**src/rtl/rdyacpt_rr_arb.sv**
```systemverilog
// Round-robin arbiter sharing one ready/accept downstream channel between
// NUM_REQ requesters, holding each grant for at most BURST beats.
module rdyacpt_rr_arb #(
    parameter int NUM_REQ = 4,
    parameter int WIDTH   = 8,
    parameter int BURST   = 4,
    localparam int IDW    = (NUM_REQ > 1) ? $clog2(NUM_REQ) : 1,
    localparam int BCW    = (BURST > 1) ? $clog2(BURST) : 1
) (
    input  logic                     clk,
    input  logic                     reset_n,
    input  logic [NUM_REQ-1:0]       req_rdy,
    input  logic [NUM_REQ*WIDTH-1:0] req_data,
    output logic [NUM_REQ-1:0]       req_acpt,
    output logic                     downstream_rdy,
    output logic [WIDTH-1:0]         downstream_data,
    input  logic                     downstream_acpt,
    output logic                     grant_valid,
    output logic [IDW-1:0]           grant_id
);

    typedef enum logic {
        IDLE  = 1'b0,
        GRANT = 1'b1
    } state_t;

    state_t           state_q, state_d;
    logic [IDW-1:0]   rr_ptr_q, rr_ptr_d;
    logic [BCW-1:0]   beat_cnt_q, beat_cnt_d;
    logic             grant_valid_q, grant_valid_d;
    logic [IDW-1:0]   grant_id_q, grant_id_d;

    logic [WIDTH-1:0] req_word [NUM_REQ];
    logic             in_grant;
    logic             xfer;
    logic             last_beat;
    logic [IDW-1:0]   next_ptr;
    logic             pick_found;
    logic [IDW-1:0]   pick_idx;
    logic [IDW:0]     cand;

    always_comb begin
        for (int i = 0; i < NUM_REQ; i++) begin
            req_word[i] = req_data[i*WIDTH +: WIDTH];
        end
    end

    // Scan from rr_ptr upward with wrap; descending loop so the nearest hit wins.
    always_comb begin
        pick_found = 1'b0;
        pick_idx   = '0;
        cand       = '0;
        for (int k = NUM_REQ - 1; k >= 0; k--) begin
            cand = {1'b0, rr_ptr_q} + (IDW+1)'(k);
            if (cand >= (IDW+1)'(NUM_REQ)) begin
                cand = cand - (IDW+1)'(NUM_REQ);
            end
            if (req_rdy[cand[IDW-1:0]]) begin
                pick_found = 1'b1;
                pick_idx   = cand[IDW-1:0];
            end
        end
    end

    assign in_grant  = (state_q == GRANT);
    assign xfer      = downstream_rdy & downstream_acpt;
    assign last_beat = (beat_cnt_q == BCW'(BURST - 1));
    assign next_ptr  = (grant_id_q == IDW'(NUM_REQ - 1)) ? '0 : grant_id_q + IDW'(1);

    always_comb begin
        downstream_rdy  = 1'b0;
        downstream_data = '0;
        req_acpt        = '0;
        if (in_grant) begin
            downstream_rdy       = req_rdy[grant_id_q];
            downstream_data      = req_word[grant_id_q];
            req_acpt[grant_id_q] = downstream_acpt;
        end
    end

    always_comb begin
        state_d       = state_q;
        rr_ptr_d      = rr_ptr_q;
        beat_cnt_d    = beat_cnt_q;
        grant_valid_d = grant_valid_q;
        grant_id_d    = grant_id_q;
        case (state_q)
            IDLE: begin
                if (pick_found) begin
                    state_d       = GRANT;
                    grant_valid_d = 1'b1;
                    grant_id_d    = pick_idx;
                    beat_cnt_d    = '0;
                end
            end
            GRANT: begin
                // Release after the BURST-th beat, or as soon as the holder goes idle.
                if ((xfer && last_beat) || !req_rdy[grant_id_q]) begin
                    state_d       = IDLE;
                    grant_valid_d = 1'b0;
                    rr_ptr_d      = next_ptr;
                    beat_cnt_d    = '0;
                end else if (xfer) begin
                    beat_cnt_d = beat_cnt_q + BCW'(1);
                end
            end
            default: begin
                state_d       = IDLE;
                grant_valid_d = 1'b0;
            end
        endcase
    end

    always_ff @(posedge clk or negedge reset_n) begin
        if (!reset_n) begin
            state_q       <= IDLE;
            rr_ptr_q      <= '0;
            beat_cnt_q    <= '0;
            grant_valid_q <= 1'b0;
            grant_id_q    <= '0;
        end else begin
            state_q       <= state_d;
            rr_ptr_q      <= rr_ptr_d;
            beat_cnt_q    <= beat_cnt_d;
            grant_valid_q <= grant_valid_d;
            grant_id_q    <= grant_id_d;
        end
    end

    assign grant_valid = grant_valid_q;
    assign grant_id    = grant_id_q;

endmodule

```
**config.mk**
```make
export PLATFORM = sky130hd
export DESIGN_NAME = rdyacpt_rr_arb
export DESIGN_NICKNAME = d
export VERILOG_FILES = /design/src/rtl/rdyacpt_rr_arb.sv
export SDC_FILE = /design/constraint.sdc
export NUM_CORES = 1
export LEC_CHECK = 0
export CAP_MARGIN = 0
export CORE_MARGIN = 2
export CORE_UTILIZATION = 36
export DETAILED_ROUTE_END_ITERATION = 16
export GPL_TIMING_DRIVEN = 1
export PLACE_DENSITY = 0.79
export SLEW_MARGIN = 20
export SYNTH_ARGS = -nofsm -noshare
export SYNTH_HDL_FRONTEND = slang
export SYNTH_SLANG_ARGS = --single-unit
```
**constraint.sdc**
```tcl
create_clock -name clk -period 1.85 [get_ports clk]
set_input_delay 0.37 -clock clk [delete_from_list [all_inputs] [get_ports clk]]
set_output_delay 0.37 -clock clk [all_outputs]
set_load 0.01 [all_outputs]
```
Word level (Yosys, flattened, before mapping)
Cells that the tools add are included.
{"block": "classes", "n_addsub": 9, "n_reduce_logical": 8, "n_bitwise": 4, "n_eq_ne": 5, "magnitude_cmp": 11, "n_mux": 41}
{"cell": "$mux 2", "n": 12}
{"cell": "$mux 8", "n": 3}
{"cell": "$bmux 8 s2", "n": 1}
{"cell": "$lt 2x3->1 const B", "n": 5}
{"cell": "$mux 1", "n": 15}
{"cell": "$ge 3x3->1 const B", "n": 4}
{"cell": "$bmux 1 s2", "n": 5}
{"cell": "$reduce_and 2->1", "n": 4}
{"cell": "$sub 2x1->2 const B", "n": 4}
{"cell": "$add 2x2->3 const B", "n": 2}
{"cell": "$add 2x1->2 const B", "n": 2}
{"cell": "$and 4x4->4", "n": 1}
{"cell": "$eq 2x2->1 const B", "n": 2}
{"cell": "$mux 4", "n": 1}
{"cell": "$pmux 1 s2", "n": 2}
{"cell": "$pmux 2 s2", "n": 1}
{"cell": "$add 2x1->3 const B", "n": 1}
{"cell": "$ge 2x3->1 const B", "n": 1}
{"cell": "$ne 3x1->1 const B", "n": 1}
{"cell": "$not 2->3", "n": 1}
{"cell": "$demux 1 s2", "n": 1}
{"cell": "$ge 2x1->1 const B", "n": 1}
{"cell": "$logic_and 1x1->1", "n": 2}
{"cell": "$ne 2x1->1 const B", "n": 1}
{"cell": "other kinds (5)", "n": 5}
{"block": "word_totals", "out_inout_bits": 16, "inputBits": 39, "elab_cells": 83, "regBits": 8}

Depth between registers and ports, before layout
Gate-level depths: netlist (run 1).
{"block": "depth", "ltp_word": 11, "ltp_mapped": 4, "mapped_depth_nobuf": 4}

Worst setup path after synthesis (run 1)
Ideal clock, no wire load.
{"block": "synth_timing", "path_type": "flip-flop to output port", "from": "register grant_id_q[0] (netlist: grant_id[0])", "to": "output downstream_data[0]", "required_ns": 1.480, "n_path_buf": 1, "path_stages_with_launch": 4, "setup_slack_ns": 0.082, "arrival_time_ns": 1.398, "path_cell_list": "dfrtp_1 buf_4 mux4_2 and2_1"}
{"block": "synth_via", "elab_chain_cells": 5}
{"item": "start: declaration", "line": "31", "rtl": "logic [IDW-1:0] grant_id_q, grant_id_d;"}
{"item": "start signal: assignment", "line": "126", "rtl": "grant_id_q <= grant_id_d;"}
{"item": "$not 2->3 (implied by the code)", "line": "76", "rtl": "downstream_data = req_word[grant_id_q];"}
{"item": "$bmux 8 s2", "line": "76"}
{"item": "$mux 8 (implied by the code) (2 in series)", "line": "76"}
{"item": "$mux 8", "line": "74", "rtl": "if (in_grant) begin"}
{"item": "end: declaration", "line": "16", "rtl": "output logic [WIDTH-1:0] downstream_data,"}
Every way passes these cells. The select of a mux whose other input is x is not followed.

Worst setup path after layout (run 1)
{"block": "layout_timing", "from": "register grant_id_q[0] (netlist: grant_id[0])", "to": "output downstream_data[6]"}
The elaborated chain is that of the path after synthesis.

==> flow_summary.json, run 1 <==
{
  "nets": 210,
  "layout-drive-gt1-share_pct": 39.02,
  "regArea_um2": 202.7,
  "holdCritPathClass": "in -> async",
  "clockBufferDepth": 2,
  "place.port_buffers": 54,
  "drv_slew": 0,
  "cp_top_family": "multiplexers",
  "cts_buffers": 3,
  "cpMaxStageDelayCell": "mux4_2",
  "rrSetupSlack_ns": 0.08,
  "cp-startpoint": "grant_id[0]",
  "post-route-period-util_pct": 111.2,
  "syn-cell-area_um2": 864.6,
  "required_ns": 1.48,
  "synth_ff_type": "dfrtp_1",
  "timing.rr.end": "rr_ptr_q[1]",
  "worstReg2RegStart": "grant_id[0]",
  "chipHeight_um": 53.01,
  "yosysWarnings": 0,
  "setup_viol": 11,
  "dieArea_mm2": 0.002810,
  "cts_tree": "yes",
  "syn_inst": 84,
  "design_area_mm2": 0.001672,
  "clk_pin_slew_ns": 0.05,
  "gp_congestion": 0.8091,
  "grt_usage_pct": 23.32,
  "routed_via_density": 5.307,
  "cts_sinks": 8,
  "p_total_mw": 2.176,
  "outcome": "finished with violations",
  "firstDrtPassIters": 4,
  "cp_max_fo": 4,
  "worst_pin_slew_ns": 0.3808,
  "yosysSeqAreaShare_pct": 23.15,
  "wl_per_cell_um": 16.21,
  "clock_latency_ns": 0.26,
  "cp_cell_sequence": "clkbuf_16, buf_6, mux4_2, and2_1, buf_2",
  "dieWidth_um": 53.01,
  "crit_cells": 5,
  "max_slew_margin_pct": 74.61,
  "grt_pass1_wl_mm": 4.678,
  "ys_seq_elements": 8,
  "max_cap_viol_count": 0,
  "dp_hpwl_mm": 2.049,
  "critical_path_class": "reg -> out",
  "routed_wl_mm": 3.112,
  "rsz0062_at_grt": "yes",
  "violations": "negative setup slack",
  "core_mm2": 0.002233,
  "synth_nets": 128,
  "pwr_density_cell_mw_per_mm2": 1302,
  "synth_enable_flop_cells": 0,
  "root_buffer": "clkbuf_4",
  "fillers": 157,
  "placed_area_mm2": 0.001541,
  "timing.final.ws_setup_ns": -0.2081,
  "synth_cell_types": 36,
  "p_leak_nw": 0.7528,
  "antenna_cells": 0,
  "max_freq_mhz": 485.9,
  "async_flop_share_pct": 100.0,
  "max_stage_delay_ns": 0.47,
  "grt.overflow.total": 0,
  "multi_input_area_um2": 638.1,
  "syn2layout_area_growth_pct": 93.34,
  "antenna_found_initial": 0,
  "avgSynthCellArea_um2": 10.29,
  "hold_violations": 0,
  "crit_end": "downstream_data[6]",
  "ios": 55,
  "grt_pass1_vias": 1030,
  "via_count": 1019,
  "timing.final.crit_period_ns": 2.058,
  "grt_start_max_net_pins": 16,
  "row_count": 17,
  "critPathCaptureType": "output port",
  "final_cells": 192,
  "htreeDepth": 1,
  "r2r_cells": 6,
  "worst-path-buf-inv": 3,
  "arrival_ns": 1.69,
  "cp-start-kind": "register",
  "ir_drop_v": 0.0009231,
  "route.detailed.drc": 0,
  "drtIter0Drc": 9,
  "initial_core_util_pct": 38.71,
  "placed_cells": 177,
  "ant_nets": 0,
  "skew_ns": 0.009339
}
what timing repair did:
| item | 4_1_cts | 5_1_grt |
|---|---|---|
| hold buffers | 0 | 0 |
| pin swaps | 1 | 1 |
| resized for setup | 74 | 4 |
| setup buffers | 10 | 1 |
| setup endpoints to repair | 13 | 15 |
| cloned | 1 | 0 |
cell usage in the layout, fill, tap and decap left out, types with 2 or more instances in the layout:
cell type	instances
inv_2	2
nor2_1	3
inv_1	3
a32o_1	2
a21oi_1	7
buf_6	9
mux4_2	8
dlygate4sd2_1	3
clkbuf_4	3
nand2_1	2
clkdlybuf4s50_1	38
and3_1	4
nand2b_1	4
ha_4	2
mux2_4	2
dfrtp_1	6
dfrtp_2	2
buf_2	12
buf_4	18
ha_1	2
and2_1	10
cells by family (layout without fill, tap and decap cells):
kind of cell	count (synthesis)	count (layout)	share of synthesized area (%)
simple gates	30	30	20.70
mux	13	13	28.07
fa+ha+maj	5	5	7.236
buf+inv	11	91	6.223
compound gates	17	17	14.62
flops	8	8	23.15
through the flow:
stage	hold WS, ns	setup slack (ns)	setup TNS, ns	util [%]
detailed placement	0.5088	-0.6199	-4.378	69.02
floorplan	0.07441	0.08220	0	-
global placement	0.4972	-0.5896	-4.269	69.02
CTS	0.3693	-0.2511	-2.054	74.29
finish	0.3770	-0.2081	-1.779	74.85
global route	0.3832	-0.2684	-2.459	74.85
power breakdown:
part | switching (mW) | total (mW) | leakage [nW] | internal [mW]
logic | 0.647 | 1.67 | 0.642 | 1.02
registers | 0.118 | 0.377 | 0.0965 | 0.260
clock network | 0.0574 | 0.132 | 0.0138 | 0.0741
total | 0.822 | 2.18 | 0.753 | 1.35
cell usage after synthesis (2+ instances only):
cell	instances	area [µm²]
a21oi_1	7	35.03
a32o_1	2	20.02
and2_1	10	62.56
and3_1	4	25.02
clkbuf_1	2	7.510
dfrtp_1	8	200.2
ha_1	5	62.56
inv_1	5	18.77
mux2_2	2	22.52
mux4_2	7	157.7
nand2_1	2	7.510
nand2b_1	4	25.02
nor2_1	3	11.26
worst min-delay path by stage:
stage	startpoint	end	slack [ns]	depth (start not counted)
floorplan	reset_n	beat_cnt_q[0]	0.07	0
global placement	grant_valid	grant_valid	0.50	2
detailed placement	grant_valid	grant_valid	0.51	2
CTS	reset_n	rr_ptr_q[0]	0.37	1
global route	reset_n	rr_ptr_q[0]	0.38	1
finish	reset_n	rr_ptr_q[0]	0.38	1
flip-flops by register name, summed over array words and instances (netlist names):
signal and flops:
beat_cnt_q 2, grant_id 2, grant_valid 1, in_grant 1
rr_ptr_q 2
layer usage:
layer	share of wire [%]	up-vias	routed length [µm]	track usage, %
li1	-	481	-	-
met1	37	480	1158	23.63
met2	51	54	1592	43.96
met3	11	4	329	5.650
met4	1.0	0	31	11.11
met5	0	-	0	0
layout make-up:
cell class / count / area share [%]
Multi-Input combinational cell: 65 / 38.17
Inverter: 6 / 1.497
Clock buffer: 3 / 1.347
Sequential cell: 8 / 12.13
Tap cell: 28 / 2.096
Timing Repair Buffer: 82 / 44.76
Note: power is estimated with default switching activity, not from simulation.
==> run 2, diff against run 1 <==
--- a/config.mk
+++ b/config.mk
@@ -15,3 +15,4 @@
 export SYNTH_ARGS = -nofsm -noshare
 export SYNTH_HDL_FRONTEND = slang
 export SYNTH_SLANG_ARGS = --single-unit
+export TNS_END_PERCENT = 5
==> flow_summary.json, run 2 (synthesis gave the netlist of run 1 again) <==
{
  "max_cap_viol_count": 0,
  "worst_pin_slew_ns": 0.3888,
  "rrSetupSlack_ns": 0.14,
  "root_buffer": "clkbuf_4",
  "cpMaxStageDelayCell": "mux4_2",
  "r2r_cells": 5,
  "grt_usage_pct": 20.64,
  "arrival_ns": 1.70,
  "routed_wl_mm": 2.787,
  "switching_share_pct": 37.58,
  "holdWs_ns": 0.3763,
  "switching_power_mw": 0.7657,
  "skew_ns": 0.009308,
  "violations": "negative setup slack",
  "cts_sinks": 8,
  "cts_buffers": 3,
  "antenna_found_initial": 0,
  "holdCritPathClass": "in -> async",
  "nets": 207,
  "grt_pass1_vias": 928,
  "layout-drive-gt1-share_pct": 37.27,
  "timing.final.crit_period_ns": 2.072,
  "rsz0062_at_grt": "yes",
  "routed_via_density": 5.196,
  "cp-start-kind": "register",
  "met1_usage_pct": 24.38,
  "row_count": 17,
  "initial_core_util_pct": 38.71,
  "post-route-period-util_pct": 112.0,
  "ios": 55,
  "max_freq_mhz": 482.5,
  "wl_per_cell_um": 14.75,
  "final_common_cell": "clkdlybuf4s50_1",
  "timing.rr.end": "rr_ptr_q[1]",
  "power_frac_comb_pct": 75.0,
  "cp_top_family": "multiplexers",
  "critical_path_class": "reg -> out",
  "outcome": "finished with violations",
  "worst-path-buf-inv": 3,
  "grt.overflow.total": 0,
  "fin_util_pct": 71.93,
  "placed_area_mm2": 0.001541,
  "place.port_buffers": 54,
  "critPathCaptureType": "output port",
  "dieArea_mm2": 0.002810,
  "route.detailed.drc": 0,
  "drtIter0Drc": 19,
  "p_total_mw": 2.038,
  "syn2layout_area_growth_pct": 85.82,
  "firstDrtPassIters": 4,
  "cts_hold_buf": 0,
  "grt_busiest_layer": "met2",
  "cp_max_fo": 6,
  "htreeDepth": 1,
  "setup_viol": 11,
  "dp_hpwl_mm": 2.049,
  "clockBufferDepth": 2,
  "internal_power_mw": 1.272,
  "design_area_mm2": 0.001607,
  "ant_nets": 0,
  "clock_latency_ns": 0.26,
  "gp_congestion": 0.8091,
  "drv_slew": 0,
  "grtUsageMet2_pct": 36.67,
  "timing.final.ws_setup_ns": -0.2223,
  "seq_power_share_pct": 18.6,
  "ir_drop_v": 0.0007892,
  "use_met3_pct": 3.955,
  "antenna_cells": 0,
  "via_count": 982,
  "chipHeight_um": 53.01,
  "p_leak_nw": 0.7309,
  "hold_violations": 0,
  "required_ns": 1.48,
  "cts_tree": "yes",
  "max_stage_delay_ns": 0.47,
  "core_mm2": 0.002233,
  "clkPwrFrac_pct": 6.5,
  "final_cell_mix": "clkdlybuf4s50_1 (38), buf_4 (18), buf_2 (12)",
  "worstReg2RegStart": "grant_id[0]",
  "grt_start_max_net_pins": 16,
  "cp_cell_sequence": "clkbuf_16, buf_6, mux4_2, and2_1, buf_2",
  "max_slew_margin_pct": 74.08,
  "grt_pass1_wl_mm": 4.202,
  "clk_pin_slew_ns": 0.05,
  "final_cells": 189,
  "finalSetupTns_ns": -1.639,
  "placed_cells": 177,
  "pwr_density_cell_mw_per_mm2": 1268,
  "dieWidth_um": 53.01,
  "place_ws_ns": -0.6199
}
[run 2: cell count changes in the layout (fill, tap and decap cells not counted), sizes merged]
cell / change
buf: -4
clkbuf: +1
[run 2: how the worst max path moves through the flow]
stage,from,to,slack [ns],depth (start not counted)
floorplan,grant_id[0],downstream_data[0],0.08,3
global placement,req_rdy[3],downstream_rdy,-0.59,5
detailed placement,req_rdy[3],downstream_rdy,-0.62,5
CTS,grant_id[0],downstream_data[2],-0.25,5
global route,grant_id[0],downstream_data[6],-0.28,5
finish,grant_id[0],downstream_data[6],-0.22,5
[run 2: cell type report]
type | count | area, µm²
repair buffers | 79 | 708.2
multi-input cells | 65 | 615.6
fillers | 176 | 626.9
clock buffers | 3 | 22.52
inverters | 6 | 22.52
flip-flops and latches | 8 | 202.7
well taps | 28 | 35.03
[run 2: routing by layer]
metal,part of all wire (%),vias to the layer above
met5,0,-
met4,0.75,0
met3,11,2
met2,48,50
met1,41,460
li1,-,470
[run 2: worst reg2reg max path, cell delays in order (launching register included)]
cell and delay [ns]:
dfrtp_2 0.45, clkbuf_16 0.17, buf_4 0.13, a21boi_1 0.14
a221oi_2 0.33, mux2_1 0.35
[run 2: timing repair]
action | in CTS | in global routing
endpoints found under the hold margin | 0 | 0
setup endpoints to repair | 13 | 13
cloned | 1 | 0
buffers inserted | 8 | 0
pin swaps | 0 | 0
resized for setup | 66 | 3
[run 2: power groups by stage]
stage	registers, mW	logic (mW)	clock network (mW)
3_5_place_dp	0.367	1.43	0
5_1_grt	0.395	1.66	0.153
4_1_cts	0.381	1.54	0.143
2_1_floorplan	0.342	0.785	0
3_3_place_gp	0.363	1.42	0
6_report	0.378	1.53	0.132
==> run 3, diff against run 2 <==
--- a/config.mk
+++ b/config.mk
@@ -5,7 +5,7 @@
 export SDC_FILE = /design/constraint.sdc
 export NUM_CORES = 1
 export LEC_CHECK = 0
-export CAP_MARGIN = 0
+export CAP_MARGIN = 15
 export CORE_MARGIN = 2
 export CORE_UTILIZATION = 36
 export DETAILED_ROUTE_END_ITERATION = 16
==> results of run 3 <==
No change in the layout: final DEF, timing and power equal those of run 2.
